<file path="src/rtl/dpram_fifo_ctrl_if.sv">
// Stream and RAM-port bundle for the dual-port-RAM FIFO controller.
// slave = controller side, master = environment side (source, sink, RAM).
interface dpram_fifo_ctrl_if #(
  parameter int DATA_W = 128,
  parameter int ADDR_W = 3
);
  logic              in_valid;
  logic              in_ready;
  logic [DATA_W-1:0] in_data;
  logic              out_valid;
  logic              out_ready;
  logic [DATA_W-1:0] out_data;
  logic [ADDR_W+1:0] level;
  logic              ram_wr_en_a;
  logic [ADDR_W-1:0] ram_addr_a;
  logic [DATA_W-1:0] ram_data_in_a;
  logic              ram_wr_en_b;
  logic [ADDR_W-1:0] ram_addr_b;
  logic [DATA_W-1:0] ram_data_in_b;
  logic [DATA_W-1:0] ram_data_out_b;

  modport slave (
    input  in_valid, in_data, out_ready, ram_data_out_b,
    output in_ready, out_valid, out_data, level,
           ram_wr_en_a, ram_addr_a, ram_data_in_a,
           ram_wr_en_b, ram_addr_b, ram_data_in_b
  );

  modport master (
    output in_valid, in_data, out_ready, ram_data_out_b,
    input  in_ready, out_valid, out_data, level,
           ram_wr_en_a, ram_addr_a, ram_data_in_a,
           ram_wr_en_b, ram_addr_b, ram_data_in_b
  );
endinterface

</file>
<file path="src/rtl/dpram_fifo_ctrl.sv">
// Stream FIFO controller in front of a dual-port RAM with registered read.
// Port A writes at wr_ptr, port B reads at rd_ptr; read data is prefetched
// into a 2-entry skid so the output side can pop every cycle without bubbles.
module dpram_fifo_ctrl #(
  parameter int DATA_W = 128,
  parameter int ADDR_W = 3
) (
  input  logic             clk,
  input  logic             rst_n,
  dpram_fifo_ctrl_if.slave bus
);
  localparam int DEPTH = 1 << ADDR_W;
  localparam logic [ADDR_W:0] DEPTH_C = (ADDR_W+1)'(DEPTH);

  logic [ADDR_W-1:0] wr_ptr;
  logic [ADDR_W-1:0] rd_ptr;
  logic [ADDR_W:0]   ram_cnt;
  logic              rd_pend;
  logic [DATA_W-1:0] skid_mem [2];
  logic              skid_head;
  logic [1:0]        skid_cnt;

  logic              push;
  logic              pop;
  logic              rd_issue;
  logic [2:0]        skid_occ;
  logic              skid_wr_idx;

  // Handshakes, read-issue decision and RAM port drive
  always_comb begin
    bus.in_ready  = (ram_cnt < DEPTH_C);
    push          = bus.in_valid & bus.in_ready;
    bus.out_valid = (skid_cnt != 2'd0);
    pop           = bus.out_valid & bus.out_ready;
    // Skid slots already spoken for after this cycle's pop; a new read is
    // only issued if its data is guaranteed a slot when it returns.
    skid_occ      = {1'b0, skid_cnt} + {2'b00, rd_pend} - {2'b00, pop};
    rd_issue      = (ram_cnt != '0) && (skid_occ < 3'd2);
    // Tail slot is computed before the pop; when full, that is the slot the
    // pop frees, so the new word lands behind the remaining entry.
    skid_wr_idx   = skid_head ^ skid_cnt[0];

    bus.out_data      = skid_mem[skid_head];
    bus.level         = {1'b0, ram_cnt} + (ADDR_W+2)'(rd_pend) + (ADDR_W+2)'(skid_cnt);
    bus.ram_wr_en_a   = push;
    bus.ram_addr_a    = wr_ptr;
    bus.ram_data_in_a = bus.in_data;
    bus.ram_wr_en_b   = 1'b0;
    bus.ram_addr_b    = rd_ptr;
    bus.ram_data_in_b = '0;
  end

  // RAM pointers, RAM occupancy and outstanding-read flag
  always_ff @(posedge clk or negedge rst_n) begin
    if (!rst_n) begin
      wr_ptr  <= '0;
      rd_ptr  <= '0;
      ram_cnt <= '0;
      rd_pend <= 1'b0;
    end else begin
      if (push)     wr_ptr <= wr_ptr + ADDR_W'(1);
      if (rd_issue) rd_ptr <= rd_ptr + ADDR_W'(1);
      ram_cnt <= ram_cnt + (ADDR_W+1)'(push) - (ADDR_W+1)'(rd_issue);
      rd_pend <= rd_issue;
    end
  end

  // Skid buffer: capture returning read data, advance head on pop
  always_ff @(posedge clk or negedge rst_n) begin
    if (!rst_n) begin
      skid_mem[0] <= '0;
      skid_mem[1] <= '0;
      skid_head   <= 1'b0;
      skid_cnt    <= 2'd0;
    end else begin
      if (rd_pend) skid_mem[skid_wr_idx] <= bus.ram_data_out_b;
      if (pop)     skid_head <= ~skid_head;
      skid_cnt <= skid_cnt + {1'b0, rd_pend} - {1'b0, pop};
    end
  end
endmodule
</file>
<file path="src/flat_wrapper.sv">
// flat-port wrapper written by rule: the top's interface ports become plain ports
module dpram_fifo_ctrl_flat 
#(
  parameter int DATA_W = 128,
  parameter int ADDR_W = 3
)
  (clk, rst_n, bus_in_valid, bus_in_data, bus_out_ready, bus_ram_data_out_b, bus_in_ready, bus_out_valid, bus_out_data, bus_level, bus_ram_wr_en_a, bus_ram_addr_a, bus_ram_data_in_a, bus_ram_wr_en_b, bus_ram_addr_b, bus_ram_data_in_b);
  dpram_fifo_ctrl_if #(.DATA_W(DATA_W), .ADDR_W(ADDR_W)) bus_i ();
  input  logic clk;
  input  logic rst_n;
  input wire logic [$bits(bus_i.in_valid)-1:0] bus_in_valid;
  input wire logic [$bits(bus_i.in_data)-1:0] bus_in_data;
  input wire logic [$bits(bus_i.out_ready)-1:0] bus_out_ready;
  input wire logic [$bits(bus_i.ram_data_out_b)-1:0] bus_ram_data_out_b;
  output wire logic [$bits(bus_i.in_ready)-1:0] bus_in_ready;
  output wire logic [$bits(bus_i.out_valid)-1:0] bus_out_valid;
  output wire logic [$bits(bus_i.out_data)-1:0] bus_out_data;
  output wire logic [$bits(bus_i.level)-1:0] bus_level;
  output wire logic [$bits(bus_i.ram_wr_en_a)-1:0] bus_ram_wr_en_a;
  output wire logic [$bits(bus_i.ram_addr_a)-1:0] bus_ram_addr_a;
  output wire logic [$bits(bus_i.ram_data_in_a)-1:0] bus_ram_data_in_a;
  output wire logic [$bits(bus_i.ram_wr_en_b)-1:0] bus_ram_wr_en_b;
  output wire logic [$bits(bus_i.ram_addr_b)-1:0] bus_ram_addr_b;
  output wire logic [$bits(bus_i.ram_data_in_b)-1:0] bus_ram_data_in_b;
  assign bus_i.in_valid = bus_in_valid;
  assign bus_i.in_data = bus_in_data;
  assign bus_i.out_ready = bus_out_ready;
  assign bus_i.ram_data_out_b = bus_ram_data_out_b;
  assign bus_in_ready = bus_i.in_ready;
  assign bus_out_valid = bus_i.out_valid;
  assign bus_out_data = bus_i.out_data;
  assign bus_level = bus_i.level;
  assign bus_ram_wr_en_a = bus_i.ram_wr_en_a;
  assign bus_ram_addr_a = bus_i.ram_addr_a;
  assign bus_ram_data_in_a = bus_i.ram_data_in_a;
  assign bus_ram_wr_en_b = bus_i.ram_wr_en_b;
  assign bus_ram_addr_b = bus_i.ram_addr_b;
  assign bus_ram_data_in_b = bus_i.ram_data_in_b;
  dpram_fifo_ctrl #(.DATA_W(DATA_W), .ADDR_W(ADDR_W)) u_core (.clk(clk), .rst_n(rst_n), .bus(bus_i));
endmodule
</file>
<file path="config.mk">
export PLATFORM = sky130hd
export DESIGN_NAME = dpram_fifo_ctrl_flat
export DESIGN_NICKNAME = d
export VERILOG_FILES = /design/src/rtl/dpram_fifo_ctrl_if.sv /design/src/rtl/dpram_fifo_ctrl.sv /design/src/flat_wrapper.sv
export SDC_FILE = /design/constraint.sdc
export NUM_CORES = 1
export LEC_CHECK = 0
export ABC_AREA = 1
export CORE_AREA = 2 2 258 260
export DETAILED_ROUTE_END_ITERATION = 7
export DIE_AREA = 0 0 260 262
export MAX_ROUTING_LAYER = met4
export PLACE_DENSITY = 0.57
export SLEW_MARGIN = 5
export SYNTH_ARGS = -nofsm -noshare
export SYNTH_HDL_FRONTEND = slang
export SYNTH_SLANG_ARGS = --single-unit
</file>
<file path="constraint.sdc">
create_clock -name clk -period 6.2 [get_ports clk]
set_input_delay 0.93 -clock clk [delete_from_list [all_inputs] [get_ports clk]]
set_output_delay 0.93 -clock clk [all_outputs]
set_load 0.01 [all_outputs]
</file>
# Yosys cells after proc, flatten, opt, wreduce, memory -nomap -nowiden
# Index checks and enable logic that the tools add are counted.
word_totals:
  out_inout_bits: 399
  elab_cells: 39
  ff_bits: 270
  input_bits: 260
classes:
  n_mux: 6
  bitwise: 6
  n_lt_le_gt_ge: 5
  add_sub_neg: 10
  n_reduce_logical: 4
ops:
  columns: ["op", "n"]
  rows:
  - ["$mux 128", 4]
  - ["$bwmux 256", 1]
  - ["$demux 128 s1", 1]
  - ["$add 3x1->3 const B", 2]
  - ["$add 4x1->5", 1]
  - ["$add 5x2->5", 1]
  - ["$add 4x1->4", 1]
  - ["$ge 2x2->1 const B", 2]
  - ["$lt 4x4->1 const B", 1]
  - ["$not 1->2", 2]
  - ["$reduce_bool 4->1", 1]
  - ["$sub 4x1->4", 1]
  - ["$add 2x1->3", 1]
  - ["$lt 3x2->1 const B", 1]
  - ["$sub 3x1->3", 1]
  - ["$add 2x1->2", 1]
  - ["$and 1x1->1", 2]
  - ["$logic_and 1x1->1", 2]
  - ["$lt 2x1->1 const B", 1]
  - ["$reduce_bool 2->1", 1]
  - ["$sub 2x1->2", 1]
  - ["$not 1->1", 1]
  - ["$xor 1x1->1", 1]

# Depth between registers and ports, before layout
# Gate-level depths: netlist of run 1.
logic_depth:
  word_depth: 7
  mapped_depth: 19
  ltp_nobuf: 19

# Worst setup path before layout of run 1
# OpenSTA, ideal clock, no wires.
synth_timing:
  path_kind: "input to register"
  from: "in bus_out_ready"
  to: "reg u_core.ram_cnt[2]"
  stages: 17
  setup_time_ns: 0.123
  t_arrival_ns: 3.312
  t_required_ns: 6.077
  slack_ns: 2.765
  path_buffers: 0
  cell_sequence: "nand2_1 inv_1 ha_1 inv_1 ha_1 inv_1 fa_1 inv_1 a21oi_1 nand3_1 inv_1 ha_1 inv_1 ha_1 inv_1 fa_1 xnor2_1"
synth_via:
  elab_chain_cells: 5
synth_lines:
  columns: ["item", "line", "rtl"]
  rows:
  - ["start, declared", "flat_wrapper.sv:13", "input wire logic [$bits(bus_i.out_ready)-1:0] bus_out_ready;"]
  - ["$and 1x1->1", "dpram_fifo_ctrl.sv:34", "pop = bus.out_valid & bus.out_ready;"]
  - ["net u_core.pop", "dpram_fifo_ctrl.sv:24", "logic pop;"]
  - ["$sub 3x1->3", "dpram_fifo_ctrl.sv:37", "skid_occ = {1'b0, skid_cnt} + {2'b00, rd_pend} - {2'b00, pop};"]
  - ["net u_core.skid_occ[1]", "dpram_fifo_ctrl.sv:26", "logic [2:0] skid_occ;"]
  - ["$lt 3x2->1", "dpram_fifo_ctrl.sv:38", "rd_issue = (ram_cnt != '0) && (skid_occ < 3'd2);"]
  - ["$logic_and 1x1->1", "dpram_fifo_ctrl.sv:38", null]
  - ["net u_core.rd_issue", "dpram_fifo_ctrl.sv:25", "logic rd_issue;"]
  - ["$sub 4x1->4", "dpram_fifo_ctrl.sv:63", "ram_cnt <= ram_cnt + (ADDR_W+1)'(push) - (ADDR_W+1)'(rd_issue);"]
  - ["end signal, assigned", "dpram_fifo_ctrl.sv:63", null]
  - ["end, declared", "dpram_fifo_ctrl.sv:17", "logic [ADDR_W:0] ram_cnt;"]
# The timed path passes the listed nets, and every way through them passes these cells.
# A chain may end at the register's enable or synchronous reset.

# Final worst setup path of run 1
layout_timing:
  from: "reg u_core.skid_head"
  to: "out bus_out_data[50]"
layout_via:
  elab_chain_cells: 4
layout_lines:
  columns: ["item", "line", "rtl"]
  rows:
  - ["start, declared", "dpram_fifo_ctrl.sv:20", "logic skid_head;"]
  - ["start signal, assigned", "dpram_fifo_ctrl.sv:77", "if (pop) skid_head <= ~skid_head;"]
  - ["$not 1->2 (implied by the code)", "dpram_fifo_ctrl.sv:43", "bus.out_data = skid_mem[skid_head];"]
  - ["$mux 128 (implied by the code) (3 in a row)", "dpram_fifo_ctrl.sv:43", null]
  - ["end, declared", "flat_wrapper.sv:17", "output wire logic [$bits(bus_i.out_data)-1:0] bus_out_data;"]
# No other way between the ends. The select of a mux whose other input is x is not followed.

==> results of run 1 <==
## path summary, 6_finish.rpt
kind / from / end / slack [ps] / depth (start not counted)
min in group clk: u_core.skid_mem[142] / u_core.skid_mem[142] / 470 / 2
worst max-delay path: u_core.skid_head / bus_out_data[50] / 2350 / 5
max in group asynchronous: rst_n / u_core.rd_pend / 4520 / 2
worst min register to register: u_core.skid_mem[142] / u_core.skid_mem[142] / 470 / 2
worst min-delay path: rst_n / u_core.skid_mem[223] / 310 / 1
worst max register to register: u_core.skid_cnt[1] / u_core.ram_cnt[2] / 2780 / 19
## stage by stage
step / power (W) / util (%) / cells / setup slack, ps
after global placement: 0.00809 / 25.1 / 2659 / 2140
after detailed placement: 0.00823 / 25.1 / 2659 / 2120
final: 0.0101 / 26.9 / 2723 / 2350
after floorplan: 0.00606 / - / 1864 / 2770
after global routing: 0.0110 / 26.9 / 2722 / 2110
after CTS: 0.0104 / 26.9 / 2718 / 2230
## layer usage
layer / up-vias / global-route usage (%)
met5: - / -
met4: 0 / 6.67
met3: 114 / 5.23
met2: 427 / 17.8
met1: 5231 / 13.1
li1: 5234 / -
## worst max-delay path, delay by kind of cell, from the launching register on
kind	cells	cell delay [ps]
flip-flops	1	440
AND/OR/NAND/NOR	1	90
AO/OA/AOI/OAI	1	220
buffers and inverters	3	1550
## cells by family after synthesis
kind of cell | share of synthesized area (%)
AND/OR/NAND/NOR | 19.7
buffers and inverters | 20.9
flip-flops | 47.0
AO/OA/AOI/OAI | 10.5
adder cells (fa/ha/maj) | 1.51
XOR/XNOR | 0.426
other | 0.0261
## registers in the layout (all words and copies together) (netlist names)
signal / count
u_core.skid_head: 1
u_core.skid_cnt: 2
u_core.bus.ram_addr_a: 3
u_core.skid_mem: 256
u_core.ram_cnt: 4
u_core.bus.ram_addr_b: 3
u_core.rd_pend: 1
## layout make-up
cell class                 count  share of cell area [%]
tap                          864                    6.16
clock buffer                  48                    5.85
inverter                     151                    3.26
antenna                        5                  0.0713
timing repair buffer         286                    16.3
clock inverter                11                   0.649
multi-input combinational   1088                    29.2
sequential                   270                    38.5
## cells in the final DEF, fill, tap and decap left out
cell,count
xnor2_1,4
clkbuf_1,5
dfrtp_1,269
o211ai_1,1
inv_6,2
nand2_2,40
ha_1,11
nand2_1,499
fa_1,4
clkbuf_16,37
nor2_1,2
buf_8,1
o21ai_0,195
o21ai_2,60
buf_12,2
nand3_1,136
bufinv_16,2
nand2_4,2
clkinv_2,6
diode_2,5
clkinvlp_4,2
buf_4,11
a21oi_1,1
dfrtp_4,1
clkbuf_8,6
nor2_4,1
xor2_1,3
conb_1,129
inv_1,150
clkdlybuf4s50_1,272
## power groups by stage
stage	Combinational (W)	Sequential [W]	Clock [W]
finish	0.00509	0.00302	0.00202
global route	0.00572	0.00313	0.00217
CTS	0.00521	0.00303	0.00212
detailed placement	0.00518	0.00305	0
global placement	0.00508	0.00301	0
floorplan	0.00310	0.00296	0
==> flow_metrics.env, run 1 <==
export IMPL_run_status="finished, final reports clean"
export IMPL_routed_wl_um=40500
export IMPL_register_area_um2=6760
export IMPL_top_layer_used="met4"
export IMPL_ys_seq_area_share_pct=47.0
export IMPL_path_max_fanout=70
export IMPL_max_cap_violations=0
export IMPL_layout_nets=2107
export IMPL_initialDrtViolationCount=665
export IMPL_crit_slowest_cell="clkdlybuf4s50_1"
export IMPL_vias=11000
export IMPL_met2_length_um=18300
export IMPL_required_ps=5270
export IMPL_wire_per_inst_um=14.9
export IMPL_leakage_nw=8.21
export IMPL_cts_root_buffer="clkbuf_16"
export IMPL_syn_inst=1736
export IMPL_area_growth_pct=22.0
export IMPL_drc=0
export IMPL_synth_edf_count=0
export IMPL_post_cts_buffers=0
export IMPL_drt_pass1_iter_count=5
export IMPL_n_fill_cell=6982
export IMPL_slew_headroom_pct=36.1
export IMPL_cts_buffers=35
export IMPL_rsz0062_at_grt="no"
export IMPL_synth_seq_cells=270
export IMPL_post_cts_resized=0
export IMPL_cp_cell_sequence="inv_6 > buf_4 > nand2_1 > o21ai_0 > clkdlybuf4s50_1"
export IMPL_synth_most_common_cell="nand2_1"
export IMPL_end_kind="primary output"
export IMPL_synth_ff_type="dfrtp_1"
export IMPL_grt_overflow_total=0
export IMPL_synthTopCellsByArea="dfrtp_1, buf_4, nand2_1"
export IMPL_slowest_delay_ps=630
export IMPL_synth_cell_area_um2=14400
export IMPL_core_um2=65300
export IMPL_grt_pass1_wl_um=61700
export IMPL_grt_max_degree=157
export IMPL_p_per_area_nw_per_um2=577
export IMPL_die_y_um=262
export IMPL_fp_dieArea_um2=68100
export IMPL_yosysWarnings=0
export IMPL_postCtsHoldBufs=0
export IMPL_finalCriticalPeriod_ps=3850
export IMPL_rows=94
export IMPL_cts_buffer_depth=3
export IMPL_path_clk_slew_ps=60
export IMPL_initial_core_util_pct=22.0
export IMPL_grt_pass1_vias=11000
export IMPL_postRouteAntennaNets=0
export IMPL_drt_met1_wl_um=15800
export IMPL_final_area_um2=17500
export IMPL_final_hold_viol_count=0
export IMPL_hold_ws_ps=307
export IMPL_multiInputGateArea_um2=5120
export IMPL_ys_types=23
export IMPL_synth_area_per_cell_um2=8.28
export IMPL_drt_vias_per_instance=4.04
export IMPL_place_area_um2=16400
export IMPL_worstSetupPathType="reg -> out"
export IMPL_power_switching_w=0.00410
export IMPL_combPwrFrac_pct=50.2
export IMPL_grt_usage_pct=11.9
export IMPL_ir_drop_mv=0.268
export IMPL_min_period_over_period_pct=62.1
export IMPL_finalMaxSlewViolations=0
export IMPL_gp_congestion=0.755
export IMPL_startpoint_type="register"
export IMPL_synth_largest_area_cell="dfrtp_1"
export IMPL_hp_class="in -> async"
export IMPL_fmax_ghz=0.260
export IMPL_cts_tree="yes"
export IMPL_critical_path_arrival_ps=2920
export IMPL_setup_viol=0
export IMPL_antenna_found_initial=4
export IMPL_intPower_w=0.00603
export IMPL_pwr_share_seq_pct=29.8
export IMPL_dp_hpwl_um=26400
export IMPL_ys_async_sr_fraction_pct=100
export IMPL_io_buffer_count=273
export IMPL_drive_above_1_share_pct=9.33
export IMPL_ios=659
export IMPL_dieWidth_um=260
export IMPL_cts_sinks=270
export IMPL_synth_top_area_share_pct=47.0
export IMPL_h_tree_depth=2
export IMPL_swShare_pct=40.5
export IMPL_wl_met3_um=4250
export IMPL_pwr_share_clk_pct=20.0
export IMPL_setup_tns_ps=0
export IMPL_synth_common_cells="nand2_1, dfrtp_1, buf_4, o21ai_0, inv_1"
export IMPL_finClkSkew_ps=13.2
export IMPL_insertion_delay_ps=520
export IMPL_tightestPinTransition_ps=959
Power figures use the tool's default switching activity.
==> run 2: changes to the inputs <==
--- a/config.mk
+++ b/config.mk
@@ -6,11 +6,11 @@
 export NUM_CORES = 1
 export LEC_CHECK = 0
 export ABC_AREA = 1
-export CORE_AREA = 2 2 258 260
+export CORE_AREA = 2 2 257 259
 export DETAILED_ROUTE_END_ITERATION = 7
-export DIE_AREA = 0 0 260 262
+export DIE_AREA = 0 0 259 261
 export MAX_ROUTING_LAYER = met4
-export PLACE_DENSITY = 0.57
+export PLACE_DENSITY = 0.59
 export SLEW_MARGIN = 5
 export SYNTH_ARGS = -nofsm -noshare
 export SYNTH_HDL_FRONTEND = slang
==> constraint.sdc (replaced) <==
create_clock -name clk -period 3.22 [get_ports clk]
set_input_delay 0.483 -clock clk [delete_from_list [all_inputs] [get_ports clk]]
set_output_delay 0.483 -clock clk [all_outputs]
set_load 0.01 [all_outputs]
==> run 2 against run 1 <==
Compared with the run above:
- critical path depth increased by 14
- utilization increased by 0.85 points
- via count about the same
- highest routed layer unchanged
- power increased by 97%
- clock skew is essentially flat
- cell count grew 1.5%
- critical endpoint is now u_core.ram_cnt[1]
- routed wire length is 7.1% lower
- sequential share of layout area down 1.0 points
- setup slack worse by 2200 ps
==> flow_metrics.env, run 2 (synthesis results as in run 1) <==
export IMPL_hold_ws_ps=468
export IMPL_cts_root_buffer="clkbuf_16"
export IMPL_ir_drop_mv=0.574
export IMPL_min_period_over_period_pct=95.9
export IMPL_worstSetupPathType="reg -> reg"
export IMPL_setup_tns_ps=0
export IMPL_rows=94
export IMPL_finalPower_w=0.0199
export IMPL_routed_wl_um=37600
export IMPL_fmax_ghz=0.324
export IMPL_hp_class="reg -> reg"
export IMPL_setup_viol=0
export IMPL_largest_register_ffs=256
export IMPL_area_growth_pct=25.4
export IMPL_required_ps=3630
export IMPL_final_common_cell="nand2_1"
export IMPL_path_max_fanout=3
export IMPL_end_kind="register"
export IMPL_startpoint_type="register"
export IMPL_insertion_delay_ps=530
export IMPL_leakage_nw=8.47
export IMPL_reg_top3="u_core.skid_mem (256), u_core.ram_cnt (4)"
export IMPL_ios=659
export IMPL_drt_vias_per_instance=3.99
export IMPL_max_cap_violations=0
export IMPL_postRouteAntennaNets=0
export IMPL_min_to="u_core.skid_mem[183]"
export IMPL_grt_overflow_total=0
export IMPL_reg2reg_from="u_core.skid_cnt[0]"
export IMPL_initialDrtViolationCount=593
export IMPL_crit_slowest_cell="fa_1"
export IMPL_cts_buffers=34
export IMPL_final_hold_viol_count=0
export IMPL_fin_util_pct=27.7
export IMPL_path_clk_slew_ps=60
export IMPL_die_y_um=261
export IMPL_gp_congestion=0.744
export IMPL_core_um2=65000
export IMPL_fp_dieArea_um2=67600
export IMPL_r2r_slack_ps=130
export IMPL_worstHoldPathCells=2
export IMPL_grt_usage_pct=11.2
export IMPL_dp_slack_ps=-263
export IMPL_wire_per_inst_um=13.6
export IMPL_dieWidth_um=259
export IMPL_cp_cell_sequence="inv_2 > nand2_2 > nand2_2 > inv_2 > ha_4 > inv_1 > ha_2 > inv_2 > fa_1 > inv_2 > a21oi_2 > nand3_2 > inv_2 > ha_4 > inv_2 > ha_4 > inv_2 > fa_2 > inv_1"
export IMPL_drive_above_1_share_pct=12.1
export IMPL_worstHoldStart="u_core.skid_mem[183]"
export IMPL_cpMostUsedCell="inv_2"
export IMPL_h_tree_depth=2
export IMPL_r2r_cells=19
export IMPL_slowest_delay_ps=570
export IMPL_drt_pass1_iter_count=5
export IMPL_run_status="finished, final reports clean"
export IMPL_crit_family="adder cells"
export IMPL_drc=0
export IMPL_fin_ws_ps=133
export IMPL_cts_tree="yes"
export IMPL_vias=11000
export IMPL_cp_buffers_inverters=9
export IMPL_r2r_end="u_core.ram_cnt[1]"
export IMPL_final_cell_mix="nand2_1, clkdlybuf4s50_1, dfrtp_1"
export IMPL_io_buffer_count=273
export IMPL_finalCriticalPeriod_ps=3090
export IMPL_regMostFlops="u_core.skid_mem"
export IMPL_finalMaxSlewViolations=0
export IMPL_grt_max_degree=130
export IMPL_antenna_found_initial=1
export IMPL_p_per_area_nw_per_um2=1110
export IMPL_slew_headroom_pct=49.5
export IMPL_cts_buffer_depth=3
export IMPL_critical_path_arrival_ps=3500
export IMPL_tightestPinTransition_ps=757
export IMPL_cts_sinks=270
export IMPL_initial_core_util_pct=22.1
export IMPL_finClkSkew_ps=13.5
export IMPL_dp_hpwl_um=25500
export IMPL_startpoint="u_core.skid_cnt[0]"
export IMPL_layout_nets=2147
export IMPL_grt_pass1_wl_um=58900
export IMPL_grt_pass1_vias=10600
run 2: layout make-up:
type	count	area, µm²
multi-input cells	1088	5180
repair buffers	327	3280
clock buffers	57	1110
diodes	1	2.50
inverters	151	572
flip-flops and latches	270	6760
clock inverters	5	52.6
well taps	864	1080
fillers	7033	47000
run 2: routing by layer:
metal	vias to the layer above	global-route usage (%)	part of all wire [%]
met3	105	4.07	9.0
met1	5191	13.6	42
met2	416	16.8	45
met4	0	4.88	4.1
li1	5304	-	-
met5	-	-	0
run 2: how the worst max path moves through the flow:
stage / to / cells after the start
after floorplan: u_core.ram_cnt[2] / 19
after global placement: u_core.ram_cnt[1] / 18
after detailed placement: u_core.ram_cnt[2] / 18
after CTS: u_core.ram_cnt[2] / 19
after global routing: u_core.ram_cnt[1] / 19
final: u_core.ram_cnt[1] / 19
run 2: tightest hold or removal path: cells and delay by family, from the launching register on:
family,cells,cell delay (ps)
DFF,1,340
and+or+nand+nor,2,100
run 2: metrics by stage:
step           cell area (µm²)  std cells
2_1_floorplan            14900       1864
3_3_place_gp             16700       2690
3_5_place_dp             16700       2690
4_1_cts                  17900       2753
5_1_grt                  18000       2763
6_report                 18000       2763
run 2: report_power, final:
group	switching (W)	leakage [nW]	internal, W
combinational	0.00568	4.59	0.00456
sequential	0.000690	3.31	0.00511
clock	0.00147	0.572	0.00243
total	0.00784	8.47	0.0121
run 2: what timing repair did:
item | 4_1_cts | 5_1_grt
setup buffers | 0 | 9
resized for setup | 0 | 22
hold buffers | 1 | 0
endpoints found under the setup margin | 0 | 3
hold endpoints to repair | 57 | 0
==> run 3: changes to the inputs <==
--- a/config.mk
+++ b/config.mk
@@ -11,6 +11,7 @@
 export DIE_AREA = 0 0 259 261
 export MAX_ROUTING_LAYER = met4
 export PLACE_DENSITY = 0.59
+export RECOVER_POWER = 100
 export SLEW_MARGIN = 5
 export SYNTH_ARGS = -nofsm -noshare
 export SYNTH_HDL_FRONTEND = slang
==> constraint.sdc (replaced) <==
create_clock -name clk -period 3.22 [get_ports clk]
set_input_delay 0.483 -clock clk [delete_from_list [all_inputs] [get_ports clk]]
set_output_delay 0.483 -clock clk [all_outputs]
set_load 0.05 [all_outputs]
==> run 3 against run 2 <==
Compared with the run above:
- the flow now finishes with violations (capacitance limit, slew limit)
- count of clock-buffer cells in the layout down 12
- flip-flop and latch count unchanged
- worst hold slack better by 1.0 ps
- power up 18%
- register-to-register slack worse by 50 ps
- largest power group unchanged
- via count down 1.5%
- critical path type unchanged
- non-clock buffer count down 14
- first-iteration DRC count up 13%
==> flow_metrics.env, run 3 (synthesis results as in run 1) <==
export IMPL_run_status="finished with violations"
export IMPL_violations="capacitance limit, slew limit"
export IMPL_reg_top3="u_core.skid_mem (256), u_core.ram_cnt (4)"
export IMPL_routed_wl_um=37200
export IMPL_initial_core_util_pct=22.1
export IMPL_pwr_share_clk_pct=14.7
export IMPL_cts_buffers=31
export IMPL_gp_congestion=0.763
export IMPL_finalCriticalPeriod_ps=3130
export IMPL_hold_ws_ps=469
export IMPL_fmax_ghz=0.319
export IMPL_largest_register_ffs=256
export IMPL_startpoint_type="register"
export IMPL_initialDrtViolationCount=673
export IMPL_regMostFlops="u_core.skid_mem"
export IMPL_end_kind="register"
export IMPL_vias=10900
export IMPL_n_fill_cell=6983
export IMPL_drt_vias_per_instance=3.95
export IMPL_dieWidth_um=259
export IMPL_die_y_um=261
export IMPL_path_max_fanout=4
export IMPL_wire_per_inst_um=13.6
export IMPL_rows=94
export IMPL_setup_viol=0
export IMPL_layout_nets=2130
export IMPL_final_common_cell="nand2_1"
export IMPL_fp_dieArea_um2=67600
export IMPL_cts_sinks=270
export IMPL_finalMaxSlewViolations=71
export IMPL_insertion_delay_ps=580
export IMPL_place_inst=2681
export IMPL_pwr_share_seq_pct=24.6
export IMPL_drc=0
export IMPL_multiInputGateArea_um2=5170
export IMPL_leakage_nw=8.83
export IMPL_cts_tree="yes"
export IMPL_grt_max_degree=130
export IMPL_slew_headroom_pct=-34.2
export IMPL_dp_hpwl_um=25400
export IMPL_cts_root_buffer="clkbuf_16"
export IMPL_drive_above_1_share_pct=14.5
export IMPL_swShare_pct=51.1
export IMPL_tightestPinTransition_ps=2010
export IMPL_io_buffer_count=273
export IMPL_fin_util_pct=27.3
export IMPL_setup_tns_ps=0
export IMPL_critical_path_arrival_ps=3620
export IMPL_grt_pass1_vias=10500
export IMPL_rsz0062_at_grt="yes"
export IMPL_drt_pass1_iter_count=5
export IMPL_core_um2=65000
export IMPL_path_clk_slew_ps=60
export IMPL_antenna_found_initial=1
export IMPL_power_switching_w=0.0120
export IMPL_grt_usage_pct=11.0
export IMPL_worstSetupPathType="reg -> reg"
export IMPL_final_cells=2744
export IMPL_postRouteAntennaNets=0
export IMPL_finClkSkew_ps=27.6
export IMPL_max_cap_violations=1
export IMPL_ir_drop_mv=0.826
export IMPL_cts_buffer_depth=3
export IMPL_final_cell_mix="nand2_1, dfrtp_1, o21ai_0"
export IMPL_grt_overflow_total=0
export IMPL_area_growth_pct=23.6
export IMPL_h_tree_depth=1
export IMPL_min_period_over_period_pct=97.3
export IMPL_hp_class="reg -> reg"
export IMPL_grt_pass1_wl_um=58400
export IMPL_combPwrFrac_pct=60.6
export IMPL_final_hold_viol_count=0
export IMPL_fin_ws_ps=85.3
export IMPL_ios=659
export IMPL_intPower_w=0.0115
export IMPL_dp_slack_ps=-289
export IMPL_register_area_um2=6760
export IMPL_required_ps=3700
export IMPL_p_per_area_nw_per_um2=1320
run 3: changes by cell type in the layout (fill, tap and decap cells not counted), sizes merged:
cell           before  now
buf                54  100
clkbuf             57   49
clkinv              3    7
clkinvlp            1    2
dlymetal6s2s        3   34
clkdlybuf4s50     269  174
inv               151  153
run 3: through the flow:
| stage | area [µm²] | power (W) |
|---|---|---|
| detailed placement | 16600 | 0.0202 |
| CTS | 17600 | 0.0238 |
| global placement | 16600 | 0.0200 |
| global route | 17800 | 0.0253 |
| finish | 17800 | 0.0235 |
| floorplan | 14900 | 0.0161 |
run 3: worst paths after layout:
check / slack (ps) / cells after the start / end / startpoint
max in group asynchronous: 820 / 3 / u_core.skid_mem[72] / rst_n
setup / recovery: 90 / 19 / u_core.ram_cnt[1] / u_core.skid_cnt[1]
hold / removal: 470 / 2 / u_core.skid_mem[244] / u_core.skid_mem[244]
setup reg to reg: 90 / 19 / u_core.ram_cnt[1] / u_core.skid_cnt[1]
min in group asynchronous: 1020 / 2 / u_core.skid_mem[98] / rst_n
hold reg to reg: 470 / 2 / u_core.skid_mem[244] / u_core.skid_mem[244]
run 3: repair_timing:
action	in CTS	in global routing
setup endpoints to repair	0	41
hold buffers	1	0
gates resized for setup	0	50
hold endpoints to repair	67	0
setup buffers	0	4
run 3: per-layer routing:
layer	part of all wire [%]	track usage [%]
met5	0	-
met4	3.9	4.00
met3	10	4.37
met2	45	16.9
met1	41	13.0
run 3: area by class of cell:
type | instances | area share (%)
tap | 864 | 6.08
clock buffer | 45 | 5.05
inverter | 151 | 3.23
timing repair buffer | 313 | 17.9
multi-input combinational | 1088 | 29.1
antenna | 1 | 0.0141
clock inverter | 12 | 0.570
sequential | 270 | 38.0
run 3: critical path: stages, from the launching register on:
cell and delay [ps]:
dfrtp_1 390, inv_2 110, nand2_4 60, nand2_4 60
inv_2 40, ha_4 200, inv_2 60, ha_4 120
inv_2 30, fa_1 570, inv_2 50, a21oi_2 90
nand3_1 110, inv_1 90, ha_1 230, inv_1 60
ha_2 170, inv_2 40, fa_2 520, inv_1 40
run 3: power groups by stage:
stage	clock network, W	logic (W)	registers, W
after detailed placement	0	0.0143	0.00584
after floorplan	0	0.0103	0.00580
after global routing	0.00374	0.0155	0.00599
final	0.00347	0.0143	0.00580
after global placement	0	0.0143	0.00579
after CTS	0.00361	0.0144	0.00579
